`config.mk`:
```
export PLATFORM = sky130hd
export DESIGN_NAME = ofmap_serializer
export DESIGN_NICKNAME = d
export VERILOG_FILES = /design/src/rtl/ofmap_serializer.sv
export SDC_FILE = /design/constraint.sdc
export NUM_CORES = 1
export LEC_CHECK = 0
export ABC_AREA = 0
export CAP_MARGIN = 0
export CORE_MARGIN = 5
export CORE_UTILIZATION = 62
export DETAILED_ROUTE_END_ITERATION = 7
export MAX_ROUTING_LAYER = met4
export PLACE_DENSITY = 0.83
export SLEW_MARGIN = 20
export SYNTH_ARGS = -nofsm -noshare
export SYNTH_HDL_FRONTEND = slang
export SYNTH_SLANG_ARGS = --single-unit
```
`constraint.sdc`:
```
create_clock -name clk -period 13.1 [get_ports clk]
set_input_delay 1.31 -clock clk [delete_from_list [all_inputs] [get_ports clk]]
set_output_delay 1.31 -clock clk [all_outputs]
set_load 0.03 [all_outputs]
```
`src/rtl/ofmap_serializer.sv`:
```
// ofmap_serializer: deskews systolic-array column outputs into vectors, buffers them, streams words out
module ofmap_serializer #(
  parameter int OFMAP_WIDTH = 32,
  parameter int ARRAY_WIDTH = 4,
  parameter int FIFO_DEPTH  = 4
) (
  input  logic                               clk,
  input  logic                               rst,
  input  logic [OFMAP_WIDTH*ARRAY_WIDTH-1:0] col_dat,
  input  logic                               col0_vld,
  output logic [OFMAP_WIDTH-1:0]             ofmap_dat,
  output logic                               ofmap_vld,
  input  logic                               ofmap_rdy,
  output logic [$clog2(FIFO_DEPTH):0]        fifo_level,
  output logic                               overflow
);
  localparam int W  = OFMAP_WIDTH;
  localparam int A  = ARRAY_WIDTH;
  localparam int VW = W * A;
  localparam int PW = $clog2(FIFO_DEPTH);
  localparam int LW = PW + 1;
  localparam int IW = $clog2(A);
  typedef enum logic {IDLE, SEND} state_t;
  state_t state, nxt;
  logic [VW-1:0] aligned, vec;
  logic [VW-1:0] mem [FIFO_DEPTH];
  logic [A-2:0] vsr;
  logic [PW-1:0] wp, rp;
  logic [IW-1:0] idx;
  logic wr_vld, wr_ok, full, empty, xfer, last, pop;
  for (genvar k = 0; k < A; k++) begin : g_col
    if (k == A - 1) begin : g_direct
      assign aligned[k*W +: W] = col_dat[k*W +: W];
    end else begin : g_dly
      logic [W-1:0] d [A-1-k];
      // column k waits A-1-k cycles so every column lines up with the last one
      always_ff @(posedge clk) begin
        d[0] <= col_dat[k*W +: W];
        for (int j = 1; j < A - 1 - k; j++) d[j] <= d[j-1];
      end
      assign aligned[k*W +: W] = d[A-2-k];
    end
  end
  assign wr_vld    = vsr[A-2];
  assign full      = fifo_level == LW'(FIFO_DEPTH);
  assign empty     = fifo_level == '0;
  assign xfer      = state == SEND && ofmap_rdy;
  assign last      = idx == IW'(A - 1);
  assign wr_ok     = wr_vld && (!full || pop);
  assign ofmap_vld = state == SEND;
  assign ofmap_dat = vec[W-1:0];
  // pop on entry from IDLE or on the final word so vectors stream without bubbles
  always_comb begin
    pop = !empty && (state == IDLE || (xfer && last));
    nxt = state == IDLE ? (empty ? IDLE : SEND) : (xfer && last && empty ? IDLE : SEND);
  end
  // control state: valid pipeline, FIFO pointers and level, FSM, shift register
  always_ff @(posedge clk) begin
    if (rst) begin
      state      <= IDLE;
      vsr        <= '0;
      wp         <= '0;
      rp         <= '0;
      fifo_level <= '0;
      overflow   <= 1'b0;
      idx        <= '0;
      vec        <= '0;
    end else begin
      state      <= nxt;
      vsr        <= (A-1)'({vsr, col0_vld});
      wp         <= wr_ok ? wp + PW'(1) : wp;
      rp         <= pop ? rp + PW'(1) : rp;
      fifo_level <= fifo_level + LW'(wr_ok) - LW'(pop);
      overflow   <= overflow | (wr_vld && !wr_ok);
      idx        <= pop ? '0 : xfer ? idx + IW'(1) : idx;
      vec        <= pop ? mem[rp] : xfer ? vec >> W : vec;
    end
  end
  // vector storage; a write into a full FIFO lands in the slot being popped this cycle
  always_ff @(posedge clk) begin
    if (wr_ok) mem[wp] <= aligned;
  end
endmodule

```
; ---- After elaboration in Yosys (flattened, before gate mapping)
; Memory sizes are Yosys's and may differ from the RTL's. A register that Yosys moved wholly into a read port is not among the register bits.
; Index checks and enable logic that the tools add are counted.
; W data, S select, Z words.
[word_totals]
input_bits = 132
memories = 4
word_cells = 44
ram_bits = 704
out_inout_bits = 37
regBits = 142
[mem_list]
columns = name, depth, width, rd, rd_ports_with_merged_regs, wr, line_no
row1 = mem, 4, 128, 1, 1, 1, 26  ; logic [VW-1:0] mem [FIFO_DEPTH];
row2 = g_col[0].g_dly.d, 3, 32, 3, 0, 3, 35  ; logic [W-1:0] d [A-1-k];
row3 = g_col[1].g_dly.d, 2, 32, 2, 0, 2, 35
row4 = g_col[2].g_dly.d, 1, 32, 1, 0, 1, 35
[classes]
n_eq_ne = 2
bitwise_logic = 2
n_addsub = 5
reduce_logical = 14
mux = 9
[op_table]
columns = cell, count
row1 = $mux W128, 2
row2 = $add A2 B1 Y2 const B, 3
row3 = $logic_and A1 B1 Y1, 6
row4 = $mux W1, 5
row5 = $mux W2, 2
row6 = $add A3 B1 Y3, 1
row7 = $eq A3 B3 Y1 const B, 1
row8 = $logic_not A1 Y1, 3
row9 = $logic_not A3 Y1, 1
row10 = $sub A3 B1 Y3, 1
row11 = $eq A2 B2 Y1 const B, 1
row12 = $logic_or A1 B1 Y1, 2
row13 = $reduce_bool A2 Y1, 1
row14 = $reduce_or A2 Y1, 1
row15 = $not A1 Y1, 1
row16 = $or A1 B1 Y1, 1

; ---- Depth between registers and ports, before layout
; Gate-level depths: netlist of the first run.
[logic_depth]
depth_word = 9
mapped_depth = 13
depth_no_buf = 11

; ---- Worst setup path before layout of the first run
; OpenSTA, ideal clock, no wires.
[synth_path]
path_type = input -> register
startpoint = in ofmap_rdy
endpoint = mem mem[0][0] in the netlist's numbering (enable)
required_time_ns = 12.598
setup_time_ns = 0.502
path_buffers = 1
path_stages = 4
slack_ns = 7.647
t_arrival_ns = 4.950
path_cell_list = buf_2 > a21boi_4 > a31oi_1 > and2_1
[synth_between]
elab_chain_cells = 8
[synth_lines]
columns = element, line_no
row1 = start: declaration, 13  ; input logic ofmap_rdy,
row2 = $logic_and A1 B1 Y1, 47  ; assign xfer = state == SEND && ofmap_rdy;
row3 = $logic_and A1 B1 Y1, 54  ; pop = !empty && (state == IDLE || (xfer && last));
row4 = $logic_or A1 B1 Y1, 54
row5 = $logic_and A1 B1 Y1, 54
row6 = $logic_or A1 B1 Y1, 49  ; assign wr_ok = wr_vld && (!full || pop);
row7 = $logic_and A1 B1 Y1, 49
row8 = $mux W1, 81  ; if (wr_ok) mem[wp] <= aligned;
row9 = $mux W1 (not written as such), 81
row10 = end: declaration, 26
; Every way passes these cells.

; ---- Worst setup path in the final report of the first run
[layout_path]
startpoint = reg state (netlist: ofmap_vld)
endpoint = reg fifo_level[2]
[layout_between]
elab_chain_cells = 8
elab_cells_between_ends = 9
classes_between = 2 x add/sub / 1 x bitwise / 6 x reduce/logical
[layout_lines]
columns = element, line_no
row1 = start: declaration, 24  ; state_t state, nxt;
row2 = start signal: assignment, 69  ; state <= nxt;
row3 = $logic_and A1 B1 Y1, 47
row4 = $logic_and A1 B1 Y1, 54
row5 = $logic_or A1 B1 Y1 (*), 54
row6 = $logic_and A1 B1 Y1 (*), 54
row7 = $logic_or A1 B1 Y1, 49
row8 = $logic_and A1 B1 Y1, 49
row9 = $add A3 B1 Y3, 73  ; fifo_level <= fifo_level + LW'(wr_ok) - LW'(pop);
row10 = $sub A3 B1 Y3 (*), 73
row11 = end signal: assignment, 73
row12 = end: declaration, 14  ; output logic [$clog2(FIFO_DEPTH):0] fifo_level,
; Every way passes the cells marked *; elsewhere a longest branch is shown, timed or not.
; A chain may end at the register's enable or synchronous reset.

==> results of run 1 <==
==> worst max path at each step <==
stage / from / end / slack (ps) / cells after the start
after floorplan: ofmap_rdy / mem[0][0] / 7650 / 4
after global placement: ofmap_rdy / mem[2][45] / 8800 / 6
after detailed placement: ofmap_rdy / mem[3][46] / 8700 / 6
after CTS: ofmap_vld / fifo_level[2] / 9040 / 10
after global routing: ofmap_vld / fifo_level[2] / 8830 / 10
final: ofmap_vld / fifo_level[2] / 8970 / 10
==> state kept, by name (all words and copies together), names as in the netlist, 2 cells and up, named ones only <==
signal	cells
idx	2
mem	512
rp	2
g_col.g_dly.d	192
vec	128
wp	2
fifo_level	3
vsr	3
==> kinds of logic (layout without fill, tap and decap cells) <==
group | count (synthesis) | in the layout | synth area share [%]
adders and majority gates | 8 | 8 | 0.369
and+or+nand+nor | 344 | 344 | 5.82
DFF | 848 | 848 | 75.8
buffers and inverters | 161 | 348 | 2.99
xor gates and xnor gates | 3 | 3 | 0.0901
muxes | 131 | 131 | 9.99
AOI/OAI and AO/OA | 137 | 137 | 4.93
==> Yosys cell counts (all sizes together) <==
| cell type | count |
|---|---|
| a21boi | 1 |
| a21oi | 4 |
| a311oi | 96 |
| a31oi | 1 |
| a41oi | 1 |
| and2 | 4 |
| buf | 97 |
| clkbuf | 54 |
| dfxtp | 336 |
| edfxtp | 512 |
| fa | 1 |
| ha | 7 |
| inv | 10 |
| mux2 | 1 |
| mux2i | 2 |
| mux4 | 128 |
| nand2 | 97 |
| nand2b | 2 |
| nand3 | 96 |
| nand3b | 32 |
| nor2 | 5 |
| nor2b | 5 |
| nor3 | 100 |
| o21ai | 1 |
| o2bb2ai | 32 |
| o31ai | 1 |
| or2 | 1 |
| or3 | 1 |
| or4 | 1 |
| xnor2 | 2 |
| xor2 | 1 |
==> routing by layer <==
| layer | up-vias | global-route usage (%) | wire [µm] |
|---|---|---|---|
| met5 | - | - | 0 |
| met2 | 820 | 37.9 | 30200 |
| met1 | 7804 | 34.6 | 24400 |
| met4 | 0 | 7.86 | 2070 |
| met3 | 147 | 5.99 | 5550 |
| li1 | 6608 | - | - |
==> through the flow <==
stage	hold slack (ps)	area, µm²	util (%)	setup slack (ps)
final	323	33600	72.1	8970
after global routing	324	33600	72.1	8830
after CTS	318	33600	72.1	9040
after detailed placement	312	30900	66.5	8700
after global placement	311	30900	66.5	8800
after floorplan	310	29200	-	7650
==> power groups by stage <==
stage | clock [mW] | combinational, mW | sequential [mW]
finish | 2.27 | 1.43 | 3.31
global route | 2.42 | 1.52 | 3.33
CTS | 2.29 | 1.40 | 3.32
detailed placement | 0 | 1.38 | 3.37
global placement | 0 | 1.35 | 3.37
floorplan | 0 | 1.18 | 3.21
==> cell type report <==
class,instances,area share (%)
tap,607,2.26
sequential,848,65.9
inverter,10,0.112
timing repair buffer,188,5.49
multi-input combinational,623,18.5
clock inverter,38,0.883
clock buffer,112,6.88
==> results.json, run 1 <==
{
  "outcome": "finished, final reports clean",
  "syn2layout_area_growth_pct": 15.2,
  "drt-initial-drc-count": 1752,
  "nNetsFinal": 1892,
  "fill_cells": 2642,
  "max_freq_mhz": 242,
  "rsz0062_at_grt": "no",
  "clockBufferDepth": 3,
  "hold_violations": 0,
  "drt_pre_antenna_iters": 5,
  "combPwrFrac_pct": 20.4,
  "ff2ff_setup_slack_ps": 8970,
  "worstSetupEndpointType": "flip-flop",
  "grt_max_degree": 100,
  "die_area_um2": 51500,
  "num_antenna_cells": 0,
  "relSlewSlack_pct": 24.4,
  "p_switching_mw": 2.01,
  "synth_top_area_cell": "edfxtp_1",
  "pwr-share-seq_pct": 47.2,
  "antenna_found_initial": 0,
  "htreeDepth": 3,
  "p_int_mw": 4.99,
  "cts_resized": 0,
  "hold_buffers": 0,
  "power.density_nw_per_um2": 209,
  "worstMarginPinSlew_ps": 1130,
  "min_to": "g_col[0].g_dly.d[0][36]",
  "detail_route.wl_per_cell_um": 25.6,
  "ys_types": 37,
  "ant_nets": 0,
  "slew_viol_final": 0,
  "wl_um": 62200,
  "hold_depth": 0,
  "grt_usage_pct": 25.1,
  "coreArea_um2": 46600,
  "grt_pass1_vias": 15628,
  "period_needed_ps": 4130,
  "start_kind": "flip-flop",
  "yosys_register_bits": 848,
  "r2r_end": "fifo_level[2]",
  "dpl.hpwl_um": 35700,
  "cp_max_fo": 99,
  "io_pins": 169,
  "ys_seq_area_share_pct": 75.8,
  "grt_pass1_wl_um": 94800,
  "dieHeight_um": 227,
  "min_from": "g_col[0].g_dly.d[0][4]",
  "clk_latency_ps": 620,
  "multiInputGateArea_um2": 6210,
  "drive_above_1_share_pct": 17.8,
  "cpPeakStageDelay_ps": 1080,
  "crit_type": "reg2reg",
  "rows": 79,
  "cts_root_buffer": "clkbuf_16",
  "max-vdd-ir-drop_mv": 0.213,
  "drc": 0,
  "cts_buffers": 81,
  "min_path_type": "reg2reg",
  "required_ps": 13560,
  "postCtsSetupBuffers": 0,
  "setup_viol": 0,
  "netlist_area_um2": 29200,
  "io_buffers": 168,
  "cts.clk_slew.worst_paths_ps": 60,
  "ys_warn_count": 0,
  "yosys.area.top_type_share_pct": 52.7,
  "rr_startpoint": "ofmap_vld",
  "die_x_um": 227,
  "p_total_mw": 7.01,
  "critPathBufInv": 2,
  "synth.area.top_cells": "edfxtp_1, dfxtp_1, mux4_2, a311oi_2, nor3_1",
  "netlist_instances": 1632,
  "final.setup.tns_ps": 0,
  "start_util_pct": 62.6,
  "switching_share_pct": 28.7,
  "cp_cell_sequence": "a21boi_4 > or2_4 > inv_2 > ha_1 > inv_1 > ha_1 > fa_1 > xnor2_1 > xnor2_1 > nor2_1",
  "arrival_ps": 4590,
  "seqCellArea_um2": 22100,
  "p_clk_share_pct": 32.4,
  "dp_cells": 2275,
  "final_cell_mix": "edfxtp_1, dfxtp_1, clkdlybuf4s50_1, mux4_2, nor3_1",
  "fin_cells": 2426,
  "cp_top_family": "flip-flops",
  "leakage_nw": 10.9,
  "fin_skew_ps": 22.2,
  "max-cap-violations": 0,
  "vias_per_cell": 6.34,
  "slowest_stage": "dfxtp_4",
  "cts_tree": "done",
  "r2r.worst_path.cells": 10,
  "final_common_cell": "edfxtp_1",
  "globalplace.congestion": 0.802,
  "dr_total_vias": 15379,
  "period_share_pct": 31.6,
  "syn_area_per_cell_um2": 17.9,
  "syn-num-nets": 1772,
  "grt-ovfl-total": 0,
  "cts.sinks": 848
}
Note: power is estimated with default switching activity, not from simulation.
==> run 2, diff against run 1 <==
CORE_UTILIZATION = 59   (was 62)
PLACE_DENSITY = 0.8   (was 0.83)
clock period = 4.1 ns   (was 13.1 ns; I/O delays follow)
==> run 2 against run 1 <==
Compared with the run above:
- sequential cell count did not move
- critical path depth fell by 8
- register-to-register slack got worse by 7700 ps
- total power rose to 3.2 times the previous value
- clock power rose to 3.2 times the previous value
- largest power group unchanged
- wire length rose by 0.60%
==> results.json, run 2 (synthesized netlist as in run 1, its figures left out) <==
{
  "outcome": "finished, final reports clean",
  "post-route-util_pct": 69.1,
  "fill_cells": 3004,
  "slew_viol_final": 0,
  "drt_pre_antenna_iters": 5,
  "io_pins": 169,
  "grt_max_degree": 129,
  "rows": 81,
  "postCtsSetupBuffers": 0,
  "syn2layout_area_growth_pct": 16.1,
  "cp_max_fo": 97,
  "rr_startpoint": "idx[0]",
  "reg.largest.list": "mem x512, g_col.g_dly.d x192, vec x128",
  "cts.clk_slew.worst_paths_ps": 60,
  "setup_viol": 0,
  "ff2ff_setup_slack_ps": 1310,
  "wl_um": 62600,
  "whs_ps": 234,
  "cts_tree": "done",
  "min_to": "g_col[0].g_dly.d[0][16]",
  "start_kind": "flip-flop",
  "nNetsFinal": 1899,
  "cts_resized": 0,
  "cts_root_buffer": "clkbuf_16",
  "drc": 0,
  "arrival_ps": 2680,
  "power.density_nw_per_um2": 665,
  "drive_above_1_share_pct": 18.1,
  "start_util_pct": 59.6,
  "place_area_um2": 31200,
  "slowest_stage": "clkdlybuf4s50_1",
  "dp_slack_ps": 1020,
  "detail_route.wl_per_cell_um": 25.1,
  "dieHeight_um": 232,
  "hold_depth": 1,
  "final_area_um2": 33800,
  "period_share_pct": 75.3,
  "largest_reg_flops": 512,
  "grt_pass1_wl_um": 95900,
  "period_needed_ps": 3090,
  "ant_nets": 0,
  "final.setup.tns_ps": 0,
  "clk_latency_ps": 620,
  "worstSetupEndpointType": "output port",
  "hold_buffers": 0,
  "worstMarginPinSlew_ps": 1100,
  "coreArea_um2": 49000,
  "r2r.worst_path.cells": 11,
  "crit_type": "reg2out",
  "cp_cell_sequence": "buf_4 > clkdlybuf4s50_1",
  "grt_usage_pct": 24.3,
  "die_area_um2": 54000,
  "grt-ovfl-total": 0,
  "cpPeakStageDelay_ps": 880,
  "leakage_nw": 10.9,
  "cts.sinks": 848,
  "rsz0062_at_grt": "no",
  "setup_ws_ps": 1010,
  "r2r_end": "fifo_level[2]",
  "drt-initial-drc-count": 1908,
  "clockBufferDepth": 3,
  "max_freq_mhz": 324,
  "die_x_um": 232,
  "hold_violations": 0,
  "max-vdd-ir-drop_mv": 0.431,
  "final_common_cell": "edfxtp_1",
  "fin_skew_ps": 28.0,
  "htreeDepth": 3,
  "fin_cells": 2491,
  "vias_per_cell": 6.08,
  "globalplace.congestion": 0.809,
  "max-cap-violations": 0,
  "min_from": "col_dat[16]",
  "cts_buffers": 81,
  "dpl.hpwl_um": 35800,
  "relSlewSlack_pct": 26.7,
  "io_buffers": 168,
  "min_path_type": "in2reg",
  "antenna_found_initial": 1,
  "final_cell_mix": "edfxtp_1, dfxtp_1, clkdlybuf4s50_1, mux4_2, nor3_1",
  "registers.top_by_ff_count": "mem",
  "required_ps": 3690,
  "dp_cells": 2340,
  "dr_total_vias": 15138,
  "grt_pass1_vias": 15593,
  "p_total_mw": 22.5
}
[run 2: cell count changes in the layout (fill, tap and decap cells not counted), sizes merged]
| cell | change |
|---|---|
| clkbuf | +11 |
| clkinv | -11 |
| buf | +7 |
| bufinv | -2 |
| clkinvlp | +1 |
| diode | +1 |
| inv | +1 |
[run 2: cell type report]
cell class                      instances  area, µm²  area share [%]
Antenna cell                            1       2.50         0.00739
Clock buffer                          123       2410            7.12
Clock inverter                         27        208           0.614
Sequential cell                       848      22100            65.3
Inverter                               10       37.5           0.111
Tap cell                              664        831            2.45
Multi-Input combinational cell        623       6220            18.4
Timing Repair Buffer                  195       2020            5.97
[run 2: how the worst max path moves through the flow]
stage                     startpoint        end  slack, ps  cells past startpoint
final                      ofmap_vld  ofmap_vld       1010                      2
after global routing       ofmap_vld  ofmap_vld        920                      2
after CTS                  ofmap_vld  ofmap_vld       1000                      2
after detailed placement   ofmap_rdy    vec[11]       1020                      6
after global placement     ofmap_rdy    vec[18]       1110                      6
after floorplan            ofmap_vld  mem[0][0]        880                      4
[run 2: routing by layer]
metal / part of all wire (%) / global-route usage, % / routed length [µm] / up-vias
li1: - / - / - / 6628
met1: 39 / 32.7 / 24400 / 7669
met2: 50 / 37.9 / 31100 / 707
met3: 7.9 / 5.15 / 4940 / 134
met4: 3.5 / 7.81 / 2180 / 0
met5: 0 / - / 0 / -
[run 2: critical path: cells and delay by family, from the launching register on]
| family | cells | cell delay, ps |
|---|---|---|
| buf+inv | 2 | 1670 |
| flops | 1 | 390 |
[run 2: power by group]
group	total (mW)	leakage (nW)	internal [mW]	switching [mW]
sequential	10.5	7.42	9.78	0.680
clock	7.25	1.29	4.20	3.05
combinational	4.79	2.22	2.04	2.75
